--- src/rtl/prog_loader_if.sv ---
// Byte-stream input and program-RAM write port of the program loader.
// The master modport is the loader's view; slave is the host/memory view.
interface prog_loader_if #(
  parameter int unsigned Psize = 6,
  parameter int unsigned Isize = 24
);
  logic [7:0]       in_data;
  logic             in_valid;
  logic             in_ready;
  logic             we;
  logic [Psize-1:0] waddr;
  logic [Isize-1:0] wdata;

  modport master (
    input  in_data, in_valid,
    output in_ready, we, waddr, wdata
  );

  modport slave (
    output in_data, in_valid,
    input  in_ready, we, waddr, wdata
  );
endinterface

--- src/rtl/prog_loader.sv ---
// Program memory loader: assembles an MSB-first byte stream into Isize-bit words and
// writes them from address 0, holding the CPU in reset. Optional PROG_LOADER_CHECKSUM_EN.
module prog_loader #(
  parameter int unsigned Psize = 6,
  parameter int unsigned Isize = 24
) (
  input  logic          clk,
  input  logic          reset,
  input  logic          start,
  prog_loader_if.master bus,
  output logic          busy,
  output logic          done,
  output logic          cpu_hold,
  output logic          err
);

  localparam int unsigned BPW   = Isize / 8;
  localparam int unsigned BIW   = $clog2(BPW + 1);
  localparam int unsigned DEPTH = 1 << Psize;

  typedef enum logic [2:0] {
    S_IDLE,
    S_LEN,
    S_BYTE,
    S_WRITE,
    S_DONE
`ifdef PROG_LOADER_CHECKSUM_EN
    , S_CSUM
`endif
  } state_t;

  state_t           state_q, state_n;
  logic [Psize-1:0] nlast_q, nlast_n;
  logic [Psize-1:0] waddr_q, waddr_n;
  logic [BIW-1:0]   bidx_q, bidx_n;
  logic [Isize-1:0] wdata_q, wdata_n;
  logic [Isize-1:0] word_next;
  logic             xfer;
  logic             shift_en;
  logic             in_ready_q, in_ready_n;
  logic             we_q, we_n;
  logic             busy_n, done_n, hold_n;

`ifdef PROG_LOADER_CHECKSUM_EN
  logic [7:0] csum_q, csum_n;
  logic       err_q, err_n;
`endif

  assign xfer         = bus.in_valid && in_ready_q;
  assign shift_en     = xfer && (state_q == S_BYTE);
  assign bus.in_ready = in_ready_q;
  assign bus.we       = we_q;
  assign bus.waddr    = waddr_q;
  assign bus.wdata    = wdata_q;

  // Only the first BPW-1 bytes need storage; the last byte goes straight into wdata.
  if (BPW > 1) begin : g_asm
    logic [Isize-9:0] asm_q;

    assign word_next = {asm_q, bus.in_data};

    always_ff @(posedge clk) begin
      if (reset) begin
        asm_q <= '0;
      end else if (shift_en) begin
        asm_q <= word_next[Isize-9:0];
      end
    end
  end else begin : g_noasm
    assign word_next = bus.in_data;
  end

  always_comb begin
    state_n = state_q;
    nlast_n = nlast_q;
    waddr_n = waddr_q;
    bidx_n  = bidx_q;
    wdata_n = wdata_q;
`ifdef PROG_LOADER_CHECKSUM_EN
    csum_n  = csum_q;
    err_n   = err_q;
`endif

    case (state_q)
      S_IDLE: begin
        if (start) begin
          state_n = S_LEN;
        end
      end

      S_LEN: begin
        if (xfer) begin
          // Zero and oversize counts both mean a full-depth load.
          if ((bus.in_data == 8'd0) || (32'(bus.in_data) > DEPTH)) begin
            nlast_n = Psize'(DEPTH - 1);
          end else begin
            nlast_n = Psize'(32'(bus.in_data) - 32'd1);
          end
          bidx_n  = '0;
          waddr_n = '0;
          state_n = S_BYTE;
        end
      end

      S_BYTE: begin
        if (xfer) begin
`ifdef PROG_LOADER_CHECKSUM_EN
          csum_n = csum_q ^ bus.in_data;
`endif
          if (bidx_q == BIW'(BPW - 1)) begin
            bidx_n  = '0;
            wdata_n = word_next;
            state_n = S_WRITE;
          end else begin
            bidx_n = bidx_q + BIW'(1);
          end
        end
      end

      S_WRITE: begin
        if (waddr_q == nlast_q) begin
`ifdef PROG_LOADER_CHECKSUM_EN
          state_n = S_CSUM;
`else
          state_n = S_DONE;
`endif
        end else begin
          waddr_n = waddr_q + Psize'(1);
          state_n = S_BYTE;
        end
      end

`ifdef PROG_LOADER_CHECKSUM_EN
      S_CSUM: begin
        if (xfer) begin
          err_n   = (bus.in_data != csum_q);
          state_n = S_DONE;
        end
      end
`endif

      S_DONE: begin
        if (start) begin
`ifdef PROG_LOADER_CHECKSUM_EN
          err_n  = 1'b0;
          csum_n = '0;
`endif
          state_n = S_LEN;
        end
      end

      default: state_n = S_IDLE;
    endcase

    // Outputs are registered from the next state so they line up with the state register.
    in_ready_n = (state_n == S_LEN) || (state_n == S_BYTE);
`ifdef PROG_LOADER_CHECKSUM_EN
    in_ready_n = in_ready_n || (state_n == S_CSUM);
`endif
    we_n   = (state_n == S_WRITE);
    done_n = (state_n == S_DONE);
    busy_n = (state_n != S_IDLE) && (state_n != S_DONE);
    hold_n = (state_n != S_DONE);
  end

  always_ff @(posedge clk) begin
    if (reset) begin
      state_q    <= S_IDLE;
      nlast_q    <= '0;
      waddr_q    <= '0;
      bidx_q     <= '0;
      wdata_q    <= '0;
      in_ready_q <= 1'b0;
      we_q       <= 1'b0;
      busy       <= 1'b0;
      done       <= 1'b0;
      cpu_hold   <= 1'b1;
    end else begin
      state_q    <= state_n;
      nlast_q    <= nlast_n;
      waddr_q    <= waddr_n;
      bidx_q     <= bidx_n;
      wdata_q    <= wdata_n;
      in_ready_q <= in_ready_n;
      we_q       <= we_n;
      busy       <= busy_n;
      done       <= done_n;
      cpu_hold   <= hold_n;
    end
  end

`ifdef PROG_LOADER_CHECKSUM_EN
  always_ff @(posedge clk) begin
    if (reset) begin
      csum_q <= '0;
      err_q  <= 1'b0;
    end else begin
      csum_q <= csum_n;
      err_q  <= err_n;
    end
  end

  assign err = err_q;
`else
  assign err = 1'b0;
`endif

endmodule

--- src/flat_wrapper.sv ---
// flat-port wrapper written by rule: the top's interface ports become plain ports
module prog_loader_flat 
#(
  parameter int unsigned Psize = 6,
  parameter int unsigned Isize = 24
)
  (clk, reset, start, busy, done, cpu_hold, err, bus_in_data, bus_in_valid, bus_in_ready, bus_we, bus_waddr, bus_wdata);
  prog_loader_if #(.Psize(Psize), .Isize(Isize)) bus_i ();
  input  logic clk;
  input  logic reset;
  input  logic start;
  output logic busy;
  output logic done;
  output logic cpu_hold;
  output logic err;
  input wire logic [$bits(bus_i.in_data)-1:0] bus_in_data;
  input wire logic [$bits(bus_i.in_valid)-1:0] bus_in_valid;
  output wire logic [$bits(bus_i.in_ready)-1:0] bus_in_ready;
  output wire logic [$bits(bus_i.we)-1:0] bus_we;
  output wire logic [$bits(bus_i.waddr)-1:0] bus_waddr;
  output wire logic [$bits(bus_i.wdata)-1:0] bus_wdata;
  assign bus_i.in_data = bus_in_data;
  assign bus_i.in_valid = bus_in_valid;
  assign bus_in_ready = bus_i.in_ready;
  assign bus_we = bus_i.we;
  assign bus_waddr = bus_i.waddr;
  assign bus_wdata = bus_i.wdata;
  prog_loader #(.Psize(Psize), .Isize(Isize)) u_core (.clk(clk), .reset(reset), .start(start), .bus(bus_i), .busy(busy), .done(done), .cpu_hold(cpu_hold), .err(err));
endmodule
--- config.mk ---
export PLATFORM = sky130hd
export DESIGN_NAME = prog_loader_flat
export DESIGN_NICKNAME = d
export VERILOG_FILES = /design/src/rtl/prog_loader_if.sv /design/src/rtl/prog_loader.sv /design/src/flat_wrapper.sv
export SDC_FILE = /design/constraint.sdc
export NUM_CORES = 1
export LEC_CHECK = 0
export ABC_AREA = 1
export CAP_MARGIN = 20
export CORE_MARGIN = 2
export CORE_UTILIZATION = 45
export DETAILED_ROUTE_END_ITERATION = 6
export PLACE_DENSITY = 0.7
export SETUP_SLACK_MARGIN = 0.3
export SYNTH_ARGS = -nofsm -noshare
export SYNTH_HDL_FRONTEND = slang
export SYNTH_SLANG_ARGS = --single-unit
--- constraint.sdc ---
create_clock -name clk -period 2.39 [get_ports clk]
set_input_delay 0.5975 -clock clk [delete_from_list [all_inputs] [get_ports clk]]
set_output_delay 0.5975 -clock clk [all_outputs]
set_load 0.005 [all_outputs]
* Yosys cells after proc, flatten, opt, wreduce, memory -nomap -nowiden *
Index checks and enable logic that the tools add are counted.

word-level totals
  output and inout port bits = 36
  logic and storage cells = 58
  register bits = 62
  input port bits = 12

cells by class
  order comparisons = 1
  equality and inequality tests = 14
  muxes and demuxes = 14
  $add $sub $neg = 3
  reductions and logical operators = 15

operators by type and width
  operator                                             count
  two-way mux 6 bit                                    3
  two-way mux 3 bit                                    5
  equality test 3 x 2 -> 1 bit, second input constant  4
  one-hot mux 3 bit (4 select lines)                   1
  one-hot mux 6 bit (2 select lines)                   1
  AND reduction 3 bit                                  3
  > comparator 8 x 7 -> 1 bit, second input constant   1
  zero test 8 bit                                      1
  adder 6 x 1 -> 6 bit, second input constant          1
  equality test 3 x 1 -> 1 bit, second input constant  2
  equality test 3 bit, second input constant           2
  equality test 6 bit                                  1
  two-way mux 2 bit                                    3
  subtractor 6 x 1 -> 6 bit, second input constant     1
  != test 2 x 1 -> 1 bit, second input constant        2
  one-hot mux 2 bit (2 select lines)                   1
  nonzero test 2 bit                                   2
  logical AND 1 bit                                    3
  zero test 3 bit                                      1
  != test 3 bit, second input constant                 1
  nonzero test 3 bit                                   1
  adder 2 x 1 -> 2 bit, second input constant          1
  equality test 2 bit, second input constant           1
  logical OR 1 bit                                     2
  3 further kinds                                      3

* Longest topological paths before layout *
  word-level depth = 6
  gate-level depth with buffers = 9
  depth with buffers taken out = 9

* Least setup slack after synthesis *
OpenSTA, ideal clock, no wires.

  path type = input to register
  from = in bus_in_data[0]
  to = reg u_core.nlast_q[0]
  library setup time = 116 ps
  slack = 865 ps
  path buffers = 0
  stages on the path = 9
  arrival = 1409 ps
  path through = inv_1 -> ha_1 -> nand3_1 -> nand2_1 -> nand2_1 -> nor2_2 -> nand3_1 -> o211ai_1 -> inv_1

between the ends
  cells in the longest elaborated chain, start to end = 3
  elaborated cells on any way between the ends = 5

ends and longest elaborated chain
  item                                                                   RTL line            text
  start, declared                                                        flat_wrapper.sv:16  input wire logic [$bits(bus_i.in_data)-1:0] bus_in_data;
  > comparator 8 x 7 -> 1 bit / zero test 8 bit (equally long branches)  prog_loader.sv:94   if ((bus.in_data == 8'd0) || (32'(bus.in_data) > DEPTH)) begin
  logical OR 1 bit                                                       prog_loader.sv:94
  two-way mux 6 bit (*)                                                  prog_loader.sv:94
  end signal, assigned                                                   prog_loader.sv:180  nlast_q <= nlast_n;
  end, declared                                                          prog_loader.sv:33   logic [Psize-1:0] nlast_q, nlast_n;

Every way passes the cells marked *; elsewhere a longest branch is shown, timed or not.
A chain may end at the register's enable or synchronous reset.

* Worst setup path in the final report *
  from = reg u_core.waddr_q[3], in the netlist u_core.bus.waddr[3]
  to = out bus_waddr[3]

RTL lines
  item                    RTL line            text
  start, declared         prog_loader.sv:34   logic [Psize-1:0] waddr_q, waddr_n;
  start signal, assigned  prog_loader.sv:181  waddr_q <= waddr_n;
  end, declared           flat_wrapper.sv:20  output wire logic [$bits(bus_i.waddr)-1:0] bus_waddr;

No word-level cell between the ends.

==> metrics.yaml <==
outcome:
  status: "completed"
cts:
  cts.path.max_buffers: 2
  cts_root_buffer: "clkbuf_8"
  cts_buffers: 9
  cts_tree: "yes"
  clk_latency_ns: 0.34
  cts_resized: 0
  path_clk_slew_ns: 0.07
  cts_max_level: 3
  hold_buffers: 0
  cts.sinks: 62
  cts_setup_buffers: 0
setup_path:
  cp_num_buf_inv: 1
  crit_slowest_cell: "clkdlybuf4s50_1"
  worstPathArrival_ns: 1.36
  path_class: "flop to primary output"
  critical-path-max-stage-delay_ns: 0.55
  cp_max_fo: 7
  cp-start-kind: "flop"
  cp-end-kind: "primary output"
  cpLargestDelayFamily: "buffers and inverters"
  cp.required_ns: 1.79
  worstPathCellList: "clkdlybuf4s50_1"
global_route:
  use_met3_pct: 3.620
  globalRouteMet1Util_pct: 25.68
  overflow: 0
  antenna_found_initial: 0
  grt.total_usage_pct: 19.88
  top_usage_layer: "met2"
  grt_pass1_wl_mm: 9.680
  grt_max_degree: 25
  met2_usage_pct: 31.34
  grt_pass1_vias: 2175
sta:
  finClkSkew_ns: 0.005716
  setup_tns_ns: 0
  max_freq_ghz: 0.5120
  min_period_ns: 1.953
  finalSetupViolations: 0
  tightestPinTransition_ns: 0.6569
  hold_viol_final: 0
  fin_crit_sh_pct: 81.71
  fin_hold_ws_ns: 0.4652
  worst_slack_ns: 0.4370
  rsz0062_at_grt: "no"
  slew_headroom_pct: 56.16
  maxSlewViolCount: 0
worst_hold_path:
  hp-class: "flop to flop"
die:
  die_w_um: 79.50
  design.die.area_um2: 6319
  ioPinCount: 48
  rows: 27
  die_y_um: 79.50
  core-area_um2: 5507
  start_util_pct: 46.58
route:
  post-route-drc-count: 0
  wirelength_mm: 5.673
  drt_iter0_drc: 121
  dr.pass1.iters: 4
  detail_route.vias_per_cell: 4.931
  routedWlPerCell_um: 11.94
  postRouteAntennaNets: 0
  num_vias: 2342
yosys:
  syn-num-nets: 361
  yosysTopAreaCell: "dfxtp_1"
  ys_seq_area_share_pct: 48.39
  synth.top_cell.area_share_pct: 48.39
  ys_warn_count: 0
  synthFlopType: "dfxtp_1"
  synth_enable_flop_cells: 0
  async_flop_share_pct: 0
  ys_types: 29
  syn_area_um2: 2565
  synth.area.top_cells: "dfxtp_1 48%, nor2_1 12%, o21ai_0 8.6%"
  synthCells: 346
  postSynthAreaPerCell_um2: 7.413
  ys_seq_elements: 62
placed_design:
  io_buffers: 46
  place_congestion: 0.8534
  pre_cts_slack_ns: 0.1912
  dp.final_hpwl_mm: 3.897
power_and_ir_drop:
  power_uw: 2197
  powerDensity_nw_per_um2: 654.0
  ir_drop_mv: 0.3637
  p_leak_uw: 0.001426
flow_run:
  maxCapViolCount: 0
cells_and_area:
  area_growth_pct: 30.98
  diodes: 0
  num-nets-final: 413
  drive_above_1_share_pct: 9.429
-- path summary, 6_finish.rpt --
path                              from               endpoint  slack (ns)  depth (start not counted)
setup / recovery   u_core.bus.waddr[3]           bus_waddr[3]        0.44                          1
hold / removal    u_core.bus.wdata[13]   u_core.bus.wdata[13]        0.47                          2
setup reg to reg     u_core.state_q[2]  u_core.g_asm.asm_q[0]        0.91                          6
hold reg to reg   u_core.bus.wdata[13]   u_core.bus.wdata[13]        0.47                          2
-- cells in the mapped netlist, types with 2 or more instances --
cell type  number
dfxtp_1        62
nand2_2         2
nand3_1        22
buf_4           3
buf_2           5
xor2_1          2
nor2_1         84
o21ai_0        44
nand2_1        36
o211ai_1        3
ha_1            3
inv_1          34
a31oi_1         2
nor2_2          4
a21oi_1        19
clkbuf_1        6
xnor2_1         2
nand3_2         2
-- final cells by class --
class                   instances  area (µm²)
well taps                      72       90.09
clock inverters                 7       97.59
multi-input cells             233        1107
inverters                      35       131.4
clock buffers                   9       123.9
fillers                       517        2147
repair buffers                 57       568.0
flip-flops and latches         62        1241
-- placed cells by master (no fill, tap or decap), types with 3 or more instances in the layout --
cell type and count:
a21oi_1 19, buf_4 9, clkbuf_8 9, clkdlybuf4s50_1 46, dfxtp_1 62, ha_1 3, inv_1 34, nand2_1 36
nand3_1 22, nor2_1 84, nor2_2 4, o211ai_1 3, o21ai_0 44
-- cells by family after synthesis --
logic type / after synthesis / share of synthesized area, %
adders and majority gates: 3 / 1.464
other: 1 / 0.1462
AOI/OAI and AO/OA: 72 / 14.78
xor gates and xnor gates: 4 / 1.366
buffers and inverters: 51 / 8.438
DFF: 62 / 48.39
and+or+nand+nor: 153 / 25.41
-- state kept, by name, summed over array words and instances (netlist names) --
name                 flops
u_core.done              1
u_core.bus.wdata        24
u_core.bus.we            1
u_core.busy              1
u_core.bus.in_ready      1
u_core.cpu_hold          1
u_core.bidx_q            2
u_core.bus.waddr         6
u_core.nlast_q           6
u_core.g_asm.asm_q      16
u_core.state_q           3
-- report_power, final --
group / leakage [µW] / switching [µW] / internal, µW
logic: 0.000820 / 69.2 / 56.6
registers: 0.000500 / 7.98 / 1040
clock network: 0.000106 / 429 / 590
total: 0.00143 / 506 / 1690
-- routing by layer --
metal	part of all wire (%)	vias to the layer above
met3	3.3	6
met5	0	-
met2	47	48
li1	-	1211
met4	1.5	0
met1	48	1077
-- stage by stage --
stage	std cells	area, µm²	utilization, %
floorplan	346	2565	-
global placement	459	3138	56.99
detailed placement	459	3138	56.99
CTS	475	3359	61.01
global route	475	3359	61.01
finish	475	3359	61.01
Note: power is estimated with default switching activity, not from simulation.
